**src/rtl/cpu_pkg.sv**
```systemverilog
// Shared CPU definitions: opcode values, default widths and the fetch-sequencer state encoding.
package cpu_pkg;

    localparam int DEF_ADDR_W      = 8;
    localparam int DEF_INSTR_W     = 16;
    localparam int DEF_MEM_TIMEOUT = 15;

    localparam logic [3:0] OP_ADD  = 4'b0001;
    localparam logic [3:0] OP_SUB  = 4'b0010;
    localparam logic [3:0] OP_NOR  = 4'b0011;
    localparam logic [3:0] OP_SHFL = 4'b1011;
    localparam logic [3:0] OP_SHFR = 4'b1100;
    localparam logic [3:0] OP_JMP  = 4'b1000;
    localparam logic [3:0] OP_HALT = 4'b1111;

    typedef enum logic [2:0] {
        ST_IDLE     = 3'd0,
        ST_FETCH    = 3'd1,
        ST_WAIT_MEM = 3'd2,
        ST_DECODE   = 3'd3,
        ST_ISSUE    = 3'd4,
        ST_HALTED   = 3'd5
    } fetch_state_t;

    function automatic logic is_alu_op(input logic [3:0] op);
        logic r_alu;
        case (op)
            OP_ADD, OP_SUB, OP_NOR, OP_SHFL, OP_SHFR: r_alu = 1'b1;
            default:                                  r_alu = 1'b0;
        endcase
        return r_alu;
    endfunction

endpackage

```
**src/rtl/fetch_sequencer.sv**
```systemverilog
// Instruction-fetch controller: drives the program counter, reads instruction memory,
// resolves JMP/HALT locally and hands ALU instructions to execute over valid/ready.
module fetch_sequencer
    import cpu_pkg::*;
#(
    parameter int ADDR_W      = DEF_ADDR_W,
    parameter int INSTR_W     = DEF_INSTR_W,
    parameter int MEM_TIMEOUT = DEF_MEM_TIMEOUT
) (
    input  logic               clk,
    input  logic               reset,
    input  logic [ADDR_W-1:0]  count,
    output logic               LoadPC,
    output logic               IncPC,
    output logic [ADDR_W-1:0]  new_count,
    output logic [ADDR_W-1:0]  imem_addr,
    output logic               imem_rd,
    input  logic [INSTR_W-1:0] imem_rdata,
    input  logic               imem_valid,
    output logic [INSTR_W-1:0] ir_out,
    output logic               ir_valid,
    input  logic               ir_ready,
    input  logic               branch_req,
    input  logic [ADDR_W-1:0]  branch_target,
    output logic               halt,
    output logic               mem_err
);

    localparam int              CNT_W    = $clog2(MEM_TIMEOUT + 1);
    localparam logic [CNT_W-1:0] TMO_LAST = CNT_W'(MEM_TIMEOUT - 1);

    fetch_state_t       r_state;
    logic [INSTR_W-1:0] r_ir;
    logic               r_ir_valid;
    logic               r_imem_rd;
    logic [ADDR_W-1:0]  r_imem_addr;
    logic               r_halt;
    logic               r_mem_err;
    logic [CNT_W-1:0]   r_cnt;
    logic               r_discard;
    logic [ADDR_W-1:0]  r_tgt;

    logic [3:0]         w_opcode;
    logic               w_mem_done;
    logic               w_redirect;
    logic               w_load_pc;
    logic               w_inc_pc;
    logic [ADDR_W-1:0]  w_new_count;

    assign w_opcode   = r_ir[INSTR_W-1 -: 4];
    // The fetch ends on data or on the last allowed waiting cycle.
    assign w_mem_done = imem_valid || (r_cnt == TMO_LAST);
    assign w_redirect = branch_req || r_discard;

    // PC control decode from current state, registered IR/target and redirect inputs.
    always_comb begin
        w_load_pc   = 1'b0;
        w_inc_pc    = 1'b0;
        w_new_count = '0;
        case (r_state)
            ST_IDLE, ST_FETCH: begin
                if (branch_req) begin
                    w_load_pc   = 1'b1;
                    w_new_count = branch_target;
                end else begin
                    w_load_pc   = 1'b0;
                end
            end
            ST_WAIT_MEM: begin
                if (w_mem_done && w_redirect) begin
                    w_load_pc   = 1'b1;
                    w_new_count = branch_req ? branch_target : r_tgt;
                end else begin
                    w_load_pc   = 1'b0;
                end
            end
            ST_DECODE: begin
                if (branch_req) begin
                    w_load_pc   = 1'b1;
                    w_new_count = branch_target;
                end else if (w_opcode == OP_JMP) begin
                    w_load_pc   = 1'b1;
                    w_new_count = r_ir[ADDR_W-1:0];
                end else if (!is_alu_op(w_opcode) && (w_opcode != OP_HALT)) begin
                    w_inc_pc    = 1'b1;
                end else begin
                    w_inc_pc    = 1'b0;
                end
            end
            ST_ISSUE: begin
                if (branch_req) begin
                    w_load_pc   = 1'b1;
                    w_new_count = branch_target;
                end else if (ir_ready) begin
                    w_inc_pc    = 1'b1;
                end else begin
                    w_inc_pc    = 1'b0;
                end
            end
            default: begin
                w_load_pc = 1'b0;
            end
        endcase
    end

    // Sequencer FSM with registered memory, issue, halt and error outputs.
    always_ff @(posedge clk or negedge reset) begin
        if (!reset) begin
            r_state     <= ST_IDLE;
            r_ir        <= '0;
            r_ir_valid  <= 1'b0;
            r_imem_rd   <= 1'b0;
            r_imem_addr <= '0;
            r_halt      <= 1'b0;
            r_mem_err   <= 1'b0;
            r_cnt       <= '0;
            r_discard   <= 1'b0;
            r_tgt       <= '0;
        end else begin
            r_imem_rd <= 1'b0;
            r_mem_err <= 1'b0;
            case (r_state)
                ST_IDLE: begin
                    r_state <= ST_FETCH;
                end
                ST_FETCH: begin
                    r_cnt     <= '0;
                    r_discard <= 1'b0;
                    // A redirect here re-fetches from the new PC without a stray read.
                    if (branch_req) begin
                        r_state <= ST_FETCH;
                    end else begin
                        r_imem_rd   <= 1'b1;
                        r_imem_addr <= count;
                        r_state     <= ST_WAIT_MEM;
                    end
                end
                ST_WAIT_MEM: begin
                    r_cnt <= r_cnt + CNT_W'(1);
                    if (w_mem_done) begin
                        r_discard <= 1'b0;
                        if (w_redirect) begin
                            r_state <= ST_FETCH;
                        end else if (imem_valid) begin
                            r_ir    <= imem_rdata;
                            r_state <= ST_DECODE;
                        end else begin
                            r_mem_err <= 1'b1;
                            r_state   <= ST_FETCH;
                        end
                    end else if (branch_req) begin
                        r_tgt     <= branch_target;
                        r_discard <= 1'b1;
                    end else begin
                        r_state <= ST_WAIT_MEM;
                    end
                end
                ST_DECODE: begin
                    if (branch_req || (w_opcode == OP_JMP)) begin
                        r_state <= ST_FETCH;
                    end else if (w_opcode == OP_HALT) begin
                        r_halt  <= 1'b1;
                        r_state <= ST_HALTED;
                    end else if (is_alu_op(w_opcode)) begin
                        r_ir_valid <= 1'b1;
                        r_state    <= ST_ISSUE;
                    end else begin
                        r_state <= ST_FETCH;
                    end
                end
                ST_ISSUE: begin
                    if (branch_req || ir_ready) begin
                        r_ir_valid <= 1'b0;
                        r_state    <= ST_FETCH;
                    end else begin
                        r_state <= ST_ISSUE;
                    end
                end
                ST_HALTED: begin
                    r_halt <= 1'b1;
                end
                default: begin
                    r_state <= ST_IDLE;
                end
            endcase
        end
    end

    assign LoadPC    = w_load_pc;
    assign IncPC     = w_inc_pc;
    assign new_count = w_new_count;
    assign imem_addr = r_imem_addr;
    assign imem_rd   = r_imem_rd;
    assign ir_out    = r_ir;
    assign ir_valid  = r_ir_valid;
    assign halt      = r_halt;
    assign mem_err   = r_mem_err;

endmodule

```
**config.mk**
```make
export PLATFORM = sky130hd
export DESIGN_NAME = fetch_sequencer
export DESIGN_NICKNAME = d
export VERILOG_FILES = /design/src/rtl/cpu_pkg.sv /design/src/rtl/fetch_sequencer.sv
export SDC_FILE = /design/constraint.sdc
export NUM_CORES = 1
export LEC_CHECK = 0
export ABC_AREA = 1
export ABC_CLOCK_PERIOD_IN_PS = 1500
export CAP_MARGIN = 20
export CELL_PAD_IN_SITES_DETAIL_PLACEMENT = 0
export CELL_PAD_IN_SITES_GLOBAL_PLACEMENT = 1
export CORE_ASPECT_RATIO = 0.75
export CORE_MARGIN = 3
export CORE_UTILIZATION = 30
export CTS_CLUSTER_SIZE = 40
export DETAILED_ROUTE_END_ITERATION = 10
export MAX_ROUTING_LAYER = met4
export PLACE_DENSITY_LB_ADDON = 0.15
export SYNTH_ARGS = -nofsm -noshare
export SYNTH_HDL_FRONTEND = slang
export SYNTH_SLANG_ARGS = --single-unit
```
**constraint.sdc**
```tcl
create_clock -name clk -period 1.5 [get_ports clk]
set_input_delay 0.15 -clock clk [delete_from_list [all_inputs] [get_ports clk]]
set_output_delay 0.15 -clock clk [all_outputs]
set_load 0.01 [all_outputs]
```
==> metrics <==
P_int 4135 uW; Cells after Synth 290; CP Capture Type output port; Clock transition at path regs 0.08 ns; Worst Max-Slew Pin Slew 0.4028 ns; Critical Path RT 1.35 ns; pre-CTS setup slack -0.5351 ns; core area 7432 um2; flop2flop setup slack 0.11 ns; final setup violating endpoints 10; critical setup path kind flip-flop to output port; crit-path cells inv_1, ha_2, nand3_2, nand2_2, nand2_4, nor2_4, buf_6, buf_6, nand2_2, o211ai_1, buf_2; initial antenna violation count 0; Placer Congestion 0.7629; # nets final 467; Adder-Cell Fraction of Synth Area 0.01078; Switching Share 0.3631; Clock Tree Root clkbuf_8; Hold Fails Final Rpt 0; Skew-Pair Late Insertion Delay 0.30 ns; register area 1102 um2; CP peak stage delay 0.39 ns; total number of vias 2296; Cell variety after synth 28; Peak VDD IR 0.7633 mV; boundary pin count 75; Slew headroom 0.7314; Synth Warn # 0; flops & latches, synth 44; combinational share of power 0.544; vias in the first global route 2281; Syn Nets 329; remaining antenna violation count 0; Starting Density 0.3123; worst setup path start r_cnt[0]; CTS buffer count 5; FMAX 0.5382 GHz; Setup WS post-layout -0.3580 ns; TritonRoute pass-1 iters 4; hold slack 0.3104 ns; pwr dens 1699 nW/um2; largest family of logic cells by synthesized area simple AND/OR/NAND/NOR gates; capture point of the worst reg-to-reg path r_tgt[6]; vias per inst 4.332; RSZ-0062 raised after global routing yes; drt drc 0; Mean Syn Cell Area 8.003 um2; # diodes 0; Max H-tree Level 2; largest net degree at the start of global routing 34; Compound-Gate Fraction of Synth Area 0.1563; max cap viols 0; outcome finished with violations; failing checks setup timing; clock skew 0.005796 ns; post-placement cell count 507; WL per Instance 12.10 um; post-synthesis xor/xnor area fraction 0; fill cell count 748; Total GRT Usage 0.1570; R2R cell count 9; sequential share of power 0.303; area grow syn2layout 64.64%; min Tclk post-route 1.858 ns; Period Utilization, post-route 1.239; worst r2r src r_state[2]; CTS tree built; Max Buffers Root-to-Sink 2; Final Core Density 0.5141; first-pass GRT wire length 10610 um; DPL Wire Length 4931 um; Multi-input gate area 1094 um2; Site Rows 27; initial DRC count 68; register area share after synthesis 0.4744; Finished Layout Cells 530; Port Buffer Count 74; slowest CP cell dfrtp_1; post-synthesis mux area share 0; WL final 6414 um; crit path to new_count[4]; share of cells above drive strength 1 0.3100; clock share of power 0.153; switching power total 2358 uW; simple-gate share of the synthesized area 0.2690; Sink Count 44; P_leak 0.001886 uW; Syn Std Cell Area 2321 um2; fin. max-slew vios 0; crit path max fanout 4; CP Launch Type flip-flop; die area 8839 um2; Worst EP arrival 1.71 ns; hold crit path type input pin to async pin; die height 82.18 um; global route overflow 0; die width 107.6 um
==> synth_stat cells <==
cell      count  area, um2
clkbuf_1      1      3.750
nand4_1       2      12.51
a21oi_2       1      8.760
buf_2         2      10.01
buf_4         2      15.01
nor2_8        1      20.02
ha_1          2      25.02
nand2_1     100      375.4
o21ai_0      18      90.09
a21oi_1       2      10.01
a31oi_1       1      6.260
inv_1        32      120.1
nand2_2       2      12.51
o221ai_1      1      8.760
inv_2         5      18.77
buf_6         3      33.78
o21ai_2      15      131.4
nand3_2       1      10.01
nor2_1       16      60.06
nor3_1        1      5.000
nor2_2        1      6.260
o21ai_1       8      40.04
inv_4         1      6.260
dfrtp_1      44       1101
nand3b_1      1      7.510
o211ai_1      9      67.56
nand3_1      14      70.07
nor2_4        4      45.04
==> stage by stage <==
stage	TNS [ns]	power, uW	cell area (um2)
after floorplan	0	3458	2321
after global placement	-6.977	5282	3508
after detailed placement	-6.870	5331	3508
after CTS	-3.387	6461	3717
after global routing	-4.354	7052	3821
final	-2.842	6493	3821
==> layout make-up <==
| type | instances | area share |
|---|---|---|
| repair buffers | 139 | 0.3206 |
| flip-flops and latches | 44 | 0.2885 |
| multi-input cells | 200 | 0.2862 |
| inverters | 38 | 0.03864 |
| well taps | 101 | 0.03307 |
| clock buffers | 7 | 0.02521 |
| clock inverters | 1 | 0.007859 |
==> critical path: cells and delay by family, from the launching register on <==
| family | cells | cell delay (ns) |
|---|---|---|
| and+or+nand+nor | 5 | 0.34 |
| DFF | 1 | 0.39 |
| buffers and inverters | 4 | 0.43 |
| AOI/OAI and AO/OA | 1 | 0.08 |
| adders and majority gates | 1 | 0.16 |
==> layout by cell type, fill, tap and decap left out, types with 2 or more instances in the layout <==
master	Yosys	routed
nor2_4	4	5
dfrtp_1	44	43
dlymetal6s2s_1	0	5
nand2_4	0	2
buf_6	3	3
inv_1	32	31
nand2_1	100	94
inv_4	1	2
clkdlybuf4s50_1	0	58
inv_2	5	5
nand4_1	2	2
buf_4	2	59
o211ai_1	9	9
nand3_1	14	12
nor2_2	1	4
nor2_1	16	12
nand3_2	1	3
o21ai_1	8	7
clkbuf_8	0	7
buf_2	2	11
o21ai_2	15	18
o21ai_0	18	16
nand2_2	2	6
buf_12	0	2
a21oi_1	2	2
==> repair_timing <==
| item | 4_1_cts | 5_1_grt |
|---|---|---|
| hold endpoints to repair | 15 | 0 |
| pin swaps | 9 | 9 |
| setup buffers | 7 | 10 |
| hold buffers | 1 | 0 |
| gates resized for setup | 59 | 16 |
| endpoints found under the setup margin | 10 | 34 |
==> flip-flops by register name (all words and copies together), names as in the netlist, 3 cells and up <==
register   count
r_tgt          8
ir_out        16
imem_addr      8
r_state        3
r_cnt          4
==> cell families (layout without fill, tap and decap cells) <==
family | after synthesis | after routing
compound gates | 55 | 55
fa+ha+maj | 2 | 2
simple gates | 143 | 143
flops | 44 | 44
buf+inv | 46 | 185
==> power groups by stage <==
stage	clock, uW	combinational, uW	sequential (uW)
finish	992	3530	1970
global route	1080	3940	2030
CTS	1030	3460	1970
detailed placement	0	3350	1980
global placement	0	3310	1970
floorplan	0	1300	2160
==> per-layer routing <==
metal,wire [um],GRT usage
met5,0,-
met3,257,0.02953
met2,2898,0.2364
met1,3150,0.2161
met4,108,0.04918
==> worst min path at each step <==
stage	end	slack, ns	from
3_3_place_gp	ir_out[0]	0.1	reset
3_5_place_dp	ir_out[0]	0.10	reset
5_1_grt	ir_out[0]	0.35	reset
6_report	ir_out[0]	0.31	reset
2_1_floorplan	halt	-0.15	reset
4_1_cts	ir_out[2]	0.32	reset
Power figures use the tool's default switching activity.
